`config.mk`:
```
export PLATFORM = sky130hd
export DESIGN_NAME = yv_lvds_tx_serializer
export DESIGN_NICKNAME = d
export VERILOG_FILES = /design/src/rtl/yv_lvds_pkg.sv /design/src/rtl/yv_obufds_bank.sv /design/src/rtl/yv_lvds_tx_serializer.sv
export SDC_FILE = /design/constraint.sdc
export NUM_CORES = 1
export LEC_CHECK = 0
export ABC_AREA = 1
export BUFFER_PORTS_ARGS = -buffer_cell sky130_fd_sc_hd__buf_2
export CORE_UTILIZATION = 59
export CTS_CLUSTER_SIZE = 30
export DETAILED_ROUTE_END_ITERATION = 16
export PLACE_DENSITY = 0.91
export SLEW_MARGIN = 0
export SYNTH_ARGS = -nofsm -noshare
export SYNTH_HDL_FRONTEND = slang
export SYNTH_HIERARCHICAL = 1
export SYNTH_SLANG_ARGS = --single-unit
```
`constraint.sdc`:
```
create_clock -name clk -period 4.2 [get_ports clk]
set_input_delay 0.21 -clock clk [delete_from_list [all_inputs] [get_ports clk]]
set_output_delay 0.21 -clock clk [all_outputs]
set_load 0.05 [all_outputs]
```
`src/rtl/yv_lvds_pkg.sv`:
```
`default_nettype none
// ============================================================================
// yv_lvds_pkg : shared constants and types for the 7:1 LVDS transmit bank
// Revision    : 1.0
// ============================================================================
package yv_lvds_pkg;

    localparam int                   SYM_BITS    = 7;
    localparam logic [SYM_BITS-1:0]  CLK_PATTERN = 7'b1100011;
    localparam logic [SYM_BITS-1:0]  IDLE_SYM    = 7'b0000000;
    localparam logic [SYM_BITS-1:0]  WALK_SEED   = 7'b1000000;
    localparam logic [2:0]           LAST_PHASE  = 3'd6;

    typedef enum logic [1:0] {
        MODE_NORMAL = 2'd0,
        MODE_IDLE   = 2'd1,
        MODE_WALK   = 2'd2,
        MODE_RSVD   = 2'd3
    } mode_e;

    function automatic logic [SYM_BITS-1:0] walk_sym(input logic [2:0] idx);
        return WALK_SEED >> idx;
    endfunction

endpackage
`default_nettype wire

```
`src/rtl/yv_obufds_bank.sv`:
```
`default_nettype none
// ============================================================================
// yv_obufds_bank : WIDTH single-ended to differential output buffers
// Revision       : 1.0
// ============================================================================
module yv_obufds_bank #(
    parameter int    WIDTH      = 1,
    parameter string IOSTANDARD = "LVDS_25"
) (
    input  logic [WIDTH-1:0] din,
    output logic [WIDTH-1:0] pad_p,
    output logic [WIDTH-1:0] pad_n
);

    if (IOSTANDARD == "") begin : g_iostd_check
        $error("yv_obufds_bank: IOSTANDARD must name a differential standard");
    end

    // Behavioural stand-in for one OBUFDS cell per lane; the vendor
    // primitive drops in here with IOSTANDARD passed straight through.
    for (genvar i = 0; i < WIDTH; i++) begin : g_lane
        assign pad_p[i] = din[i];
        assign pad_n[i] = ~din[i];
    end

endmodule
`default_nettype wire

```
`src/rtl/yv_lvds_tx_serializer.sv`:
```
`default_nettype none
// ============================================================================
// yv_lvds_tx_serializer : multi-lane 7:1 LVDS transmitter with forwarded clock
// Revision              : 1.0
// ============================================================================
module yv_lvds_tx_serializer
    import yv_lvds_pkg::*;
#(
    parameter int    NUM_LANES  = 4,
    parameter string IOSTANDARD = "LVDS_25"
) (
    input  logic                          clk,
    input  logic                          rst,
    input  logic [NUM_LANES*SYM_BITS-1:0] tx_data,
    input  logic                          tx_valid,
    output logic                          tx_ready,
    input  logic [1:0]                    mode,
    input  logic [NUM_LANES-1:0]          lane_invert,
    output logic                          underrun,
    input  logic                          underrun_clr,
    output logic                          sym_strobe,
    output logic [NUM_LANES-1:0]          ser_p,
    output logic [NUM_LANES-1:0]          ser_n,
    output logic                          clk_p,
    output logic                          clk_n
);

    localparam int c_WORD_W = NUM_LANES * SYM_BITS;

    logic [2:0]          r_phase;
    logic                r_started;
    logic                r_full;
    logic [c_WORD_W-1:0] r_hold;
    logic                r_underrun;
    logic [2:0]          r_wc;
    logic                r_walk_active;
    logic [SYM_BITS-1:0] r_sr [NUM_LANES];
    logic [SYM_BITS-1:0] r_clk_sr;

    logic                w_load;
    logic                w_accept;
    logic                w_normal;
    logic                w_walk;
    logic                w_consume;
    logic                w_underrun_set;
    logic [2:0]          w_wc_eff;
    logic [SYM_BITS-1:0] w_sym [NUM_LANES];
    logic [NUM_LANES:0]  w_lane_bits;
    logic [NUM_LANES:0]  w_pad_p;
    logic [NUM_LANES:0]  w_pad_n;

    assign w_load         = (r_phase == LAST_PHASE);
    assign tx_ready       = !r_full && !rst;
    assign w_accept       = tx_valid && tx_ready;
    assign w_walk         = (mode_e'(mode) == MODE_WALK);
    assign w_normal       = (mode_e'(mode) == MODE_NORMAL) || (mode_e'(mode) == MODE_RSVD);
    assign w_consume      = w_load && w_normal && r_full;
    assign w_underrun_set = w_load && w_normal && !r_full;
    // The walking index restarts whenever the previous load was not a walk load.
    assign w_wc_eff       = r_walk_active ? r_wc : 3'd0;

    always_ff @(posedge clk) begin
        if (rst) begin
            r_phase   <= 3'd0;
            r_started <= 1'b0;
        end else begin
            r_phase <= w_load ? 3'd0 : r_phase + 3'd1;
            if (w_load) begin
                r_started <= 1'b1;
            end
        end
    end

    assign sym_strobe = r_started && (r_phase == 3'd0);

    always_ff @(posedge clk) begin
        if (rst) begin
            r_full <= 1'b0;
        end else if (w_accept) begin
            r_full <= 1'b1;
        end else if (w_consume) begin
            r_full <= 1'b0;
        end
    end

    always_ff @(posedge clk) begin
        if (w_accept) begin
            r_hold <= tx_data;
        end
    end

    always_ff @(posedge clk) begin
        if (rst) begin
            r_underrun <= 1'b0;
        end else if (w_underrun_set) begin
            r_underrun <= 1'b1;
        end else if (underrun_clr) begin
            r_underrun <= 1'b0;
        end
    end

    assign underrun = r_underrun;

    always_ff @(posedge clk) begin
        if (rst) begin
            r_wc          <= 3'd0;
            r_walk_active <= 1'b0;
        end else if (w_load) begin
            if (w_walk) begin
                r_wc          <= (w_wc_eff == LAST_PHASE) ? 3'd0 : w_wc_eff + 3'd1;
                r_walk_active <= 1'b1;
            end else begin
                r_wc          <= 3'd0;
                r_walk_active <= 1'b0;
            end
        end
    end

    always_comb begin
        for (int k = 0; k < NUM_LANES; k++) begin
            w_sym[k] = IDLE_SYM;
            case (mode_e'(mode))
                MODE_WALK: w_sym[k] = walk_sym(w_wc_eff);
                MODE_IDLE: w_sym[k] = IDLE_SYM;
                default: begin
                    if (r_full) begin
                        w_sym[k] = r_hold[k*SYM_BITS +: SYM_BITS];
                    end
                end
            endcase
            w_sym[k] = w_sym[k] ^ {SYM_BITS{lane_invert[k]}};
        end
    end

    always_ff @(posedge clk) begin
        if (rst) begin
            for (int k = 0; k < NUM_LANES; k++) begin
                r_sr[k] <= '0;
            end
            r_clk_sr <= '0;
        end else if (w_load) begin
            for (int k = 0; k < NUM_LANES; k++) begin
                r_sr[k] <= w_sym[k];
            end
            r_clk_sr <= CLK_PATTERN;
        end else begin
            for (int k = 0; k < NUM_LANES; k++) begin
                r_sr[k] <= {r_sr[k][SYM_BITS-2:0], 1'b0};
            end
            r_clk_sr <= {r_clk_sr[SYM_BITS-2:0], 1'b0};
        end
    end

    always_comb begin
        w_lane_bits = '0;
        for (int k = 0; k < NUM_LANES; k++) begin
            w_lane_bits[k] = r_sr[k][SYM_BITS-1];
        end
        w_lane_bits[NUM_LANES] = r_clk_sr[SYM_BITS-1];
    end

    // Clock lane rides on the top buffer so all lanes share one bank.
    yv_obufds_bank #(
        .WIDTH      (NUM_LANES + 1),
        .IOSTANDARD (IOSTANDARD)
    ) u_obufds_bank (
        .din   (w_lane_bits),
        .pad_p (w_pad_p),
        .pad_n (w_pad_n)
    );

    assign ser_p = w_pad_p[NUM_LANES-1:0];
    assign ser_n = w_pad_n[NUM_LANES-1:0];
    assign clk_p = w_pad_p[NUM_LANES];
    assign clk_n = w_pad_n[NUM_LANES];

endmodule
`default_nettype wire

```
==> results.md <==
- Status: finished clean
- Number of global-route vias before repair: 2,466
- Area Overhead vs Synth: 13.5%
- Gpl congestion: approximately 0.90
- Design area: 0.00393 mm^2
- Port bufs: 50
- # IOs: 51
- Max H-tree Level: 3
- Final Cycle Share: 58.4%
- Post-route antenna net violation count: 0
- Comb power frac: 13.6%
- EDFF count, synth: 54
- CP top delay family: simple AND/OR/NAND/NOR gates
- Critical path class: reg2reg
- Unrepaired setup endpoints after global routing: false
- Wire length on met3: 436 um
- Hold WS: 30.9 ps
- Worst-Skew Late Latency: 350 ps
- Largest net degree at the start of global routing: 31
- Cell mode on critical path: inv_1
- Wire length per cell: 12.8 um
- Post-synth top area cell: edfxtp_1
- VDD IR max: 0.277 mV
- Critical-path cell with the highest stage delay: nor2_2
- Total CTS buffers: 9
- Reg power frac: 55.6%
- Top FF cell, synth: edfxtp_1
- Placed cell areas: between 0.003 and 0.004 mm^2
- Post-CTS Hold Fix Bufs: 0
- Clk pin slew, worst setup/hold paths: 80 ps
- Global-route wire length before repair: 11,100 um
- TritonRoute pass-1 iters: 5
- Post-Route M1 WL: about 2800 um
- Setup TNS: 0 ps
- Fraction of registers with async set/reset: 0%
- Mapped Area: 0.00347 mm^2
- Initial antenna violation count: 0
- Critical-path maximum fanout: 21
- CTS sink cnt: 73
- LEAKAGE: 1.66 nW
- Max-cap violations: 0
- Sw Ratio: 27.6%
- Worst-Margin Slew: 981 ps
- Synth top area share: between 40% and 50%
- Cell row count: 27
- Die Height: 78.6 um
- Drt via density: 5.15
- Gr ovfl total: 0
- Power per Cell Area: 379 mW/mm^2
- DIE WIDTH: approximately 79 um
- Sequential cell area fraction in the yosys report: about 58%
- Crit path buf inv count: 3
- GRT Total Usage: roughly 24%
- Post-CTS setup buffers: 0
- Min-delay worst type: in2reg
- Critical Path, Cell by Cell: inv_1 > ha_1 > nand2_1 > inv_1 > nor2_2 > inv_1 > nand2_1 > nor2_1 > nor2_1
- YS warnings: 6
- Psw: 412 uW
- Core area: 0.00557 mm^2
- Endpoint class of the critical path: flip-flop
- Count of cell types in the netlist: 29
- Hpwl dp: 4660 um
- Final wirelength: roughly 6600 um
- # resized after CTS: 0
- Max layer used: met4
- Worst EP arrival: 2660 ps
- Final Hold Viols: 0
- Vias: 2,669
- Register bit total from synthesis: 73
- Top post-synthesis cells by area: edfxtp_1, nand2_1, dfxtp_1
- Syn Inst Count: 376
- Synth Area per Inst: 9.22 um^2
- Setup-failing EPs final: 0
- CP Launch Type: flip-flop
- Worst EP required: 4410 ps
- Crit path largest cell delay: ~640 ps
- WL met2: 3240 um
- Internal power: about 1.1 mW
- CTS Root Buffer Type: clkbuf_8
- Most frequent cell after synthesis: nand2_1
- Clock power share: 30.8%
- Layout Skew: 9.26 ps
- CTS Buffer Depth: 2
- Diodes inserted: 0
- DRC: 0
- Initial DRC Count: 270
- Worst rel slew slack: roughly a third
- Fin. max-slew vios: 0
- Fmax achieved: 0.408 GHz
- Share of layout cells above drive strength 1: 18.4%
- Synth top cells by count: nand2_1, edfxtp_1, a21oi_1
- Initial Utilization: ~62%
- Layout Nets: around 480
- Total Power: 1.49 mW
- TritonCTS clock tree: yes
- Die area: 0.00619 mm^2
- Time the worst path needs with I/O delays and setup: 2450 ps
## cell families (layout without fill, tap and decap cells)
logic type | Yosys count | in the layout | synth area share [%]
AO/OA/AOI/OAI | 59 | 59 | 9.78
XOR/XNOR | 4 | 4 | 1.01
adder cells (fa/ha/maj) | 5 | 5 | 1.81
buffers and inverters | 45 | 90 | 6.28
flip-flops | 73 | 73 | 57.8
other | 1 | 26 | 0.108
AND/OR/NAND/NOR | 189 | 189 | 23.2
## metrics by stage
step,instances,worst slack (ps),utilization (%)
final,518,1750,70.6
after global routing,518,1450,70.6
after CTS,518,1760,70.6
after detailed placement,502,1790,67.7
after global placement,502,1950,67.7
after floorplan,401,1850,-
## registers in the layout, indices dropped and copies added (netlist names)
signal,cells
r_hold,28
r_phase,3
r_wc,3
underrun,1
r_sr,28
r_started,1
r_walk_active,1
r_full,1
r_clk_sr,7
## cell type report
type	instances	area [um^2]
fill	441	1640
timing repair buffer	50	250
clock buffer	9	124
tap	72	90.1
sequential	73	2000
inverter	24	90.1
multi-input combinational	283	1340
clock inverter	7	37.5
## metal layers
| layer | track usage [%] | vias to the layer above |
|---|---|---|
| li1 | - | 1343 |
| met1 | 30.9 | 1192 |
| met2 | 38.6 | 118 |
| met3 | 5.23 | 16 |
| met4 | 12.0 | 0 |
| met5 | 0 | - |
## power groups by stage
stage	registers [mW]	clock network [mW]	logic, mW
6_report	0.829	0.460	0.202
5_1_grt	0.832	0.497	0.227
4_1_cts	0.829	0.468	0.199
3_5_place_dp	0.844	0	0.197
3_3_place_gp	0.842	0	0.189
2_1_floorplan	0.834	0	0.160
## cell usage in the layout, fill, tap and decap left out, drive strengths merged
cell,n
conb,26
edfxtp,54
ha,5
xnor2,1
nor2,27
dfxtp,19
buf,50
clkinv,6
nand2,133
clkbuf,9
nand3,29
a21boi,1
a21oi,25
inv,24
o22ai,3
clkinvlp,1
xor2,3
o21ai,30
## final timing paths
check / to / depth (start not counted) / slack [ps] / from
setup / recovery: r_sr[1][1] / 9 / 1750 / r_phase[0]
hold / removal: r_hold[6] / 1 / 30 / tx_data[6]
setup reg to reg: r_sr[1][1] / 9 / 1750 / r_phase[0]
hold reg to reg: r_clk_sr[4] / 2 / 410 / r_clk_sr[3]
Power figures use the tool's default switching activity.
